File: src/rtl/game_round_controller.sv
// -----------------------------------------------------------------------------
// game_round_controller
//
// Purpose:
//   Sequences one multiplayer snake round through IDLE -> COUNTDOWN -> RUN ->
//   OVER. It derives all game timing from the single system clock: per-snake
//   move pulses (with optional double-speed boost), the collision-check
//   strobe, and the start-of-round grace window. It also latches deaths
//   reported by collision detection and declares the winner.
//
// Ports:
//   clk          in   1  system clock
//   reset        in   1  asynchronous, active-low reset
//   start        in   1  level; begins a round from IDLE or restarts from OVER
//   pause        in   1  level; freezes RUN timing
//   dead         in   3  dead[i] from collision detection for snake i+1
//   boost        in   3  boost[i] doubles the move rate of snake i+1
//   move_en      out  3  one-cycle move pulse per snake
//   collision_en out  1  one-cycle collision-check strobe
//   grace        out  3  grace-period flag per snake (all bits equal)
//   alive        out  3  sticky alive flags
//   round_rst    out  1  one-cycle pulse that reinitialises the snake bodies
//   state        out  2  IDLE=0, COUNTDOWN=1, RUN=2, OVER=3
//   winner       out  2  0 = none/draw, 1..3 = surviving snake
// -----------------------------------------------------------------------------
module game_round_controller #(
    parameter int TICK_DIV        = 6250000,
    parameter int COUNTDOWN_TICKS = 24,
    parameter int GRACE_TICKS     = 4
) (
    input  logic       clk,
    input  logic       reset,
    input  logic       start,
    input  logic       pause,
    input  logic [2:0] dead,
    input  logic [2:0] boost,
    output logic [2:0] move_en,
    output logic       collision_en,
    output logic [2:0] grace,
    output logic [2:0] alive,
    output logic       round_rst,
    output logic [1:0] state,
    output logic [1:0] winner
);

    typedef enum logic [1:0] {
        IDLE      = 2'd0,
        COUNTDOWN = 2'd1,
        RUN       = 2'd2,
        OVER      = 2'd3
    } state_t;

    localparam int CW   = $clog2(TICK_DIV);
    localparam int CDW  = $clog2(COUNTDOWN_TICKS + 1);
    localparam int GW   = $clog2(GRACE_TICKS + 2);

    localparam logic [CW-1:0]  BASE_LAST = CW'(TICK_DIV - 1);
    localparam logic [CW-1:0]  HALF_LAST = CW'(TICK_DIV / 2 - 1);
    localparam logic [CDW-1:0] CD_LAST   = CDW'(COUNTDOWN_TICKS - 1);
    localparam logic [GW-1:0]  GRACE_LOAD = GW'(GRACE_TICKS);

    state_t         cur_state;
    state_t         next_state;
    logic [CW-1:0]  tick_cnt;
    logic [CDW-1:0] cd_cnt;
    logic [GW-1:0]  grace_cnt;
    logic           counting;
    logic           enter_countdown;
    logic           enter_run;
    logic           base_tick;
    logic           half_tick;
    logic [1:0]     alive_count;

    assign base_tick   = (tick_cnt == BASE_LAST);
    assign half_tick   = (tick_cnt == HALF_LAST);
    assign alive_count = {1'b0, alive[0]} + {1'b0, alive[1]} + {1'b0, alive[2]};
    assign state       = cur_state;

    // State register.
    always_ff @(posedge clk or negedge reset) begin
        if (!reset) begin
            cur_state <= IDLE;
        end else begin
            cur_state <= next_state;
        end
    end

    // Next-state and combinational outputs. The round ends on the registered
    // alive count, so the survivor may still get a move pulse in that last
    // RUN cycle; its collision strobe is suppressed because OVER follows.
    always_comb begin
        next_state      = cur_state;
        counting        = 1'b0;
        enter_countdown = 1'b0;
        enter_run       = 1'b0;
        move_en         = 3'b000;
        case (cur_state)
            IDLE: begin
                if (start) begin
                    next_state      = COUNTDOWN;
                    enter_countdown = 1'b1;
                end
            end
            COUNTDOWN: begin
                counting = 1'b1;
                if (base_tick && (cd_cnt == CD_LAST)) begin
                    next_state = RUN;
                    enter_run  = 1'b1;
                end
            end
            RUN: begin
                if (alive_count <= 2'd1) begin
                    next_state = OVER;
                end
                if (!pause) begin
                    counting = 1'b1;
                    move_en  = alive & ({3{base_tick}} | (boost & {3{half_tick}}));
                end
            end
            OVER: begin
                if (start) begin
                    next_state      = COUNTDOWN;
                    enter_countdown = 1'b1;
                end
            end
            default: begin
                next_state = IDLE;
            end
        endcase
    end

    // Timing counters, grace window, death latch and winner. The grace flag
    // drops on the base tick that exhausts the grace counter, so deaths are
    // honoured from the following cycle onward.
    always_ff @(posedge clk or negedge reset) begin
        if (!reset) begin
            tick_cnt     <= '0;
            cd_cnt       <= '0;
            grace_cnt    <= '0;
            grace        <= 3'b000;
            alive        <= 3'b111;
            winner       <= 2'd0;
            round_rst    <= 1'b0;
            collision_en <= 1'b0;
        end else begin
            round_rst    <= enter_countdown;
            collision_en <= (|move_en) && (next_state == RUN);

            if (enter_countdown) begin
                tick_cnt <= '0;
                cd_cnt   <= '0;
            end else if (counting) begin
                tick_cnt <= base_tick ? '0 : tick_cnt + CW'(1);
                if ((cur_state == COUNTDOWN) && base_tick) begin
                    cd_cnt <= enter_run ? '0 : cd_cnt + CDW'(1);
                end
            end

            if (enter_run) begin
                grace     <= 3'b111;
                grace_cnt <= GRACE_LOAD;
            end else if ((cur_state == RUN) && counting && base_tick) begin
                if (grace_cnt != '0) begin
                    grace_cnt <= grace_cnt - GW'(1);
                end
                if (grace_cnt <= GW'(1)) begin
                    grace <= 3'b000;
                end
            end

            if (enter_countdown) begin
                alive  <= 3'b111;
                winner <= 2'd0;
            end else if (cur_state == RUN) begin
                if (grace == 3'b000) begin
                    alive <= alive & ~dead;
                end
                if (next_state == OVER) begin
                    if (alive[0]) begin
                        winner <= 2'd1;
                    end else if (alive[1]) begin
                        winner <= 2'd2;
                    end else if (alive[2]) begin
                        winner <= 2'd3;
                    end else begin
                        winner <= 2'd0;
                    end
                end
            end
        end
    end

endmodule

File: config.mk
export PLATFORM = sky130hd
export DESIGN_NAME = game_round_controller
export DESIGN_NICKNAME = d
export VERILOG_FILES = /design/src/rtl/game_round_controller.sv
export SDC_FILE = /design/constraint.sdc
export NUM_CORES = 1
export LEC_CHECK = 0
export ABC_AREA = 1
export CAP_MARGIN = 40
export CORE_UTILIZATION = 30
export CTS_BUF_LIST = sky130_fd_sc_hd__clkbuf_8
export CTS_CLUSTER_DIAMETER = 120
export DETAILED_ROUTE_END_ITERATION = 6
export DONT_BUFFER_PORTS = 1
export PLACE_DENSITY = 0.44
export SETUP_SLACK_MARGIN = 0.3
export SKIP_CTS_REPAIR_TIMING = 1
export SLEW_MARGIN = 40
export SYNTH_ARGS = -nofsm -noshare
export SYNTH_HDL_FRONTEND = slang
export SYNTH_SLANG_ARGS = --single-unit
File: constraint.sdc
create_clock -name clk -period 3.6 [get_ports clk]
set_clock_uncertainty 0.15 [all_clocks]
set_input_delay 0.36 -clock clk [delete_from_list [all_inputs] [get_ports clk]]
set_output_delay 0.36 -clock clk [all_outputs]
set_load 0.05 [all_outputs]
== Yosys cells after proc, flatten, opt, wreduce, memory -nomap -nowiden ==
Cells that the tools add are included.

* Register bits after elaboration: 43
* Latch bits: 0
* Bits in writable memories: 0
* ROM bits: 0
* Input bits: 10
* Output and inout port bits: 15
* Logic and storage cells: 86
* Memories kept: 0

* Add/subtract/negate cells: 5
* Multiply operators: 0
* Divide/modulo/power cells: 0
* Magnitude comparators: 2
* Eq/ne operators: 8
* Shifts and indexed selects: 0
* Mux-type cells: 34
* Bitwise logic cells: 5
* Reductions and logical operators: 23

{| class="wikitable"
|+ Operator list
! kind !! count
|-
| $mux W23 || 3
|-
| $mux W3 || 11
|-
| $add A23 B1 Y23 const B || 1
|-
| $eq A23 B22 Y1 const B || 1
|-
| $eq A23 B23 Y1 const B || 1
|-
| $mux W5 || 4
|-
| $mux W2 || 9
|-
| $reduce_bool A2 Y1 || 8
|-
| $reduce_and A2 Y1 || 5
|-
| $and A3 B3 Y3 || 3
|-
| $eq A2 B2 Y1 const B || 4
|-
| $pmux W2 S3 || 1
|-
| $add A5 B1 Y5 const B || 1
|-
| $eq A5 B5 Y1 const B || 1
|-
| $logic_and A1 B1 Y1 || 5
|-
| $mux W1 || 5
|-
| $le A3 B1 Y1 const B || 1
|-
| $logic_not A3 Y1 || 1
|-
| $not A3 Y3 || 1
|-
| $or A3 B3 Y3 || 1
|-
| $reduce_bool A3 Y1 || 1
|-
| $reduce_or A3 Y1 || 1
|-
| $sub A3 B1 Y3 const B || 1
|-
| $add A1 B1 Y2 || 1
|-
| 6 further kinds || 6
|}

== Depth between registers and ports, before layout ==
* Depth in word-level cells: 9
* Gate-level depth with buffers: 14
* Mapped depth without buffers: 13

== Worst setup path after synthesis ==
No wires, ideal clock.

* Path kind: reg-to-reg
* From: register cur_state[0] (netlist: state[0])
* To: register tick_cnt[9]
* Library setup time: 0.122 ns
* Arrival: 1.954 ns
* Required time: 3.328 ns
* Slack: 1.374 ns
* Cell stages (with the launch flop): 13
* Buffers on the path: 2
* Clock period less this slack: 2.226 ns
* Cell sequence: dfrtp_1 -> inv_1 -> ha_1 -> buf_4 -> inv_2 -> nor2_2 -> o21ai_2 -> nand2_2 -> inv_2 -> buf_4 -> nor2_1 -> o22ai_1 -> nor2_1

* Cells in the longest elaborated chain, start to end: 4
* Elaborated cells between the ends (all ways): 9
* Those cells by class: 3 x eq/ne; 3 x mux; 3 x reduce/logical

{| class="wikitable"
|+ Ends and longest elaborated chain
! element !! RTL line !! text
|-
| start, declared || 62 || <nowiki>state_t cur_state;</nowiki>
|-
| start signal, assigned || 84 || <nowiki>cur_state <= next_state;</nowiki>
|-
| $eq A2 B2 Y1 or $logic_not A2 Y1 (tied branches) || 97 || <nowiki>case (cur_state)</nowiki>
|-
| $reduce_or A2 Y1 (no line) || n/a ||
|-
| $mux W1 || n/a ||
|-
| $mux W23 or $reduce_bool A2 Y1 (tied branches) || n/a ||
|-
| end signal, assigned || 153 || <nowiki>tick_cnt <= base_tick ? '0 : tick_cnt + CW'(1);</nowiki>
|-
| end, declared || 64 || <nowiki>logic [CW-1:0] tick_cnt;</nowiki>
|}

Several ways; a longest one is shown, not always the timed one.
A chain may end at the register's enable or synchronous reset.

== Final worst setup path ==
* From: register cur_state[1] (netlist: state[1])
* To: output port move_en[0]

* Cells in the longest elaborated chain, start to end: 2

{| class="wikitable"
|+ Ends and longest elaborated chain
! element !! RTL line !! text
|-
| $eq A2 B2 Y1 || 97 ||
|-
| $mux W3 || 97 ||
|-
| end, declared || 37 || <nowiki>output logic [2:0] move_en,</nowiki>
|}

No other way between the ends.

==> metrics <==
wire length per cell around 14 um; IO Pins 25; Layout area overhead 9.84%; CTS tree done; final count of negative-setup-slack endpoints 0; vias in the first global route 2293; Chip Width 96.1 um; Crit. End Element output pin; first-pass GRT wire length 11.3 mm; GRT overflow 0; WL final 6.70 mm; crit path max fanout 8; Synth cell types 38; critical path's largest stage delay roughly 0.7 ns; Die Y 96.1 um; Worst setup SP type flop; FF+latch count, synth between 40 and 50; Initial DRC Count between 90 and 100; FMAX 0.362 GHz; Clk Latency, worst-skew pair 0.31 ns; pin count of the biggest net entering global routing 42; layout cell share with drive strength beyond 1 0.132; power per cell area 473 mW/mm^2; clk sinks 41; final worst-path cycle share 0.767; fill count 921; area of the multi-input gates around 0.0014 mm^2; cell taking the most area after synthesis dfrtp_1; Leakage 1.36 nW; Synth area leaders dfrtp_1 (36%), nand2_1 (12%), inv_1 (6.5%); Antenna diodes 0; status completed; unrepaired setup endpoints after global routing false; FFs w/ async S/R, synth 1.00; Yosys top cell area share 0.358; TritonCTS Buffers 5; worst setup path start state[1]; min Tclk post-route 2.76 ns; CP Data Arrival Time between 2 and 2.5 ns; Reg clk slew, reported paths 0.08 ns; logic depth of the worst path, buffers included 7; Final Non-Filler Cells 476; reg2reg path depth 9; total of max-cap violations 0; number of synthesized flops with an enable pin 0; critical-path cell list ha_1, inv_2, nor2_2, inv_1, nor2_1, nand2_1, inv_1; mapped cell area 0.00266 mm^2; GPL Wtd Cong 0.788; Reg area 0.00103 mm^2; critical path class reg -> out; Via Count 2295; H-tree levels 2; Slew HR 0.632; Mapped Avg Cell Area 7.34 um^2; row count 33; Worst Path Buf+Inv 3; Primary FF master, synth dfrtp_1; RR Startpoint state[1]; die area 0.00924 mm^2; Buffers on Ports 0; Slew @ Worst Pin 0.552 ns; post-synthesis cell count 362; Final Hold Vio Count 0; setup TNS 0 ns; Core Area 0.00838 mm^2; ANT nets after route 0; top sig layer met4; root buf cell clkbuf_8; M1 wire length ~3.3 mm; worst min path class in -> reg; Final Slew Violations 0; via density per instance 4.82; drt first pass iters 4; yosys synthesis warning count 0; R2R setup slack 0.93 ns; Initial Utilization 0.317; slowest CP cell dfrtp_1; FF-to-FF End tick_cnt[5]; Worst path top cell family by delay flip-flops; DR WL met2 roughly 3 mm; cell repeated most along the worst path inv_1; VDD IR max 0.225 mV; Worst EP required around 3.1 ns; maximum buffer depth of the clock tree 2; WL met3 332 um; dpl cells between 400 and 500; DR DRC count 0; sequential-to-total area share from yosys stat 0.387; syn_nets 380; crit path capture move_en[0]; Hold Path Depth 5; final net count just under 400; Detail Placement HPWL 4.96 mm; GRT Total Usage 0.160; antenna violations before repair 0
## final cells by class
class | count | share of cell area
clock inverter | 3 | 0.00600
clock buffer | 5 | 0.0236
tap | 105 | 0.0450
sequential | 41 | 0.353
multi-input combinational | 257 | 0.470
timing repair buffer | 7 | 0.0283
inverter | 58 | 0.0746
## flip-flops by register name, indices dropped and copies added, names as in the netlist
register	cells
grace	1
round_rst	1
alive	3
grace_cnt	3
tick_cnt	23
cd_cnt	5
state	2
collision_en	1
winner	2
## metrics by stage
stage	utilization	cell area, um^2	hold WS, ns	power (mW)	setup slack [ns]
2_1_floorplan	-	2660	-0.0856	0.944	1.37
3_3_place_gp	0.330	2770	-0.0846	1.05	1.01
3_5_place_dp	0.330	2770	-0.0842	1.06	0.910
4_1_cts	0.340	2850	-0.416	1.38	0.826
5_1_grt	0.348	2920	0.309	1.47	0.627
6_report	0.348	2920	0.292	1.38	0.839
## how the worst min path moves through the flow
stage,startpoint,endpoint,slack [ns]
3_5_place_dp,reset,tick_cnt[17],-0.08
6_report,pause,collision_en,0.29
2_1_floorplan,reset,cd_cnt[0],-0.09
3_3_place_gp,reset,tick_cnt[19],-0.08
5_1_grt,start,state[1],0.31
4_1_cts,reset,tick_cnt[0],-0.42
## where the power goes
group,switching (mW),internal [mW],total [mW]
clock network,0.186,0.134,0.320
registers,0.0774,0.505,0.582
logic,0.357,0.122,0.478
## tightest hold or removal path: cells and delay by family
family,cells,cell delay [ns]
buffers and inverters,1,0.04
and+or+nand+nor,4,0.31
## layout by cell type, fill, tap and decap left out, types with 8 or more instances in the layout
cell     Yosys  final
nand2_1     82     82
ha_1         8      8
nor3_1      14     14
inv_2       11     11
o21ai_0     16     16
nand3_1     27     27
nor2_1      38     38
dfrtp_1     38     38
inv_1       46     46
nand4_1     13     13
## cell families after synthesis
| kind of cell | count (synthesis) | synth area share |
|---|---|---|
| fa+ha+maj | 8 | 0.0376 |
| compound gates | 44 | 0.0984 |
| simple gates | 199 | 0.360 |
| buf+inv | 64 | 0.0965 |
| flops | 41 | 0.387 |
| xor+xnor | 6 | 0.0198 |
## metal layers
metal,global-route usage,up-vias
li1,-,1192
met1,0.216,1046
met2,0.259,50
met3,0.0363,7
met4,0.0323,0
met5,0,-
## cell usage after synthesis (all sizes together) (3+ instances only)
cell type and number:
a21oi 7, o21ai 24, o22ai 6, xor2 3
inv 57, nand4 14, ha 8, xnor2 3
nand2 89, nand3b 3, buf 5, dfstp 3
dfrtp 38, nand3 28, a22oi 3, nor3 16
nor2 46
Note: power is estimated with default switching activity, not from simulation.
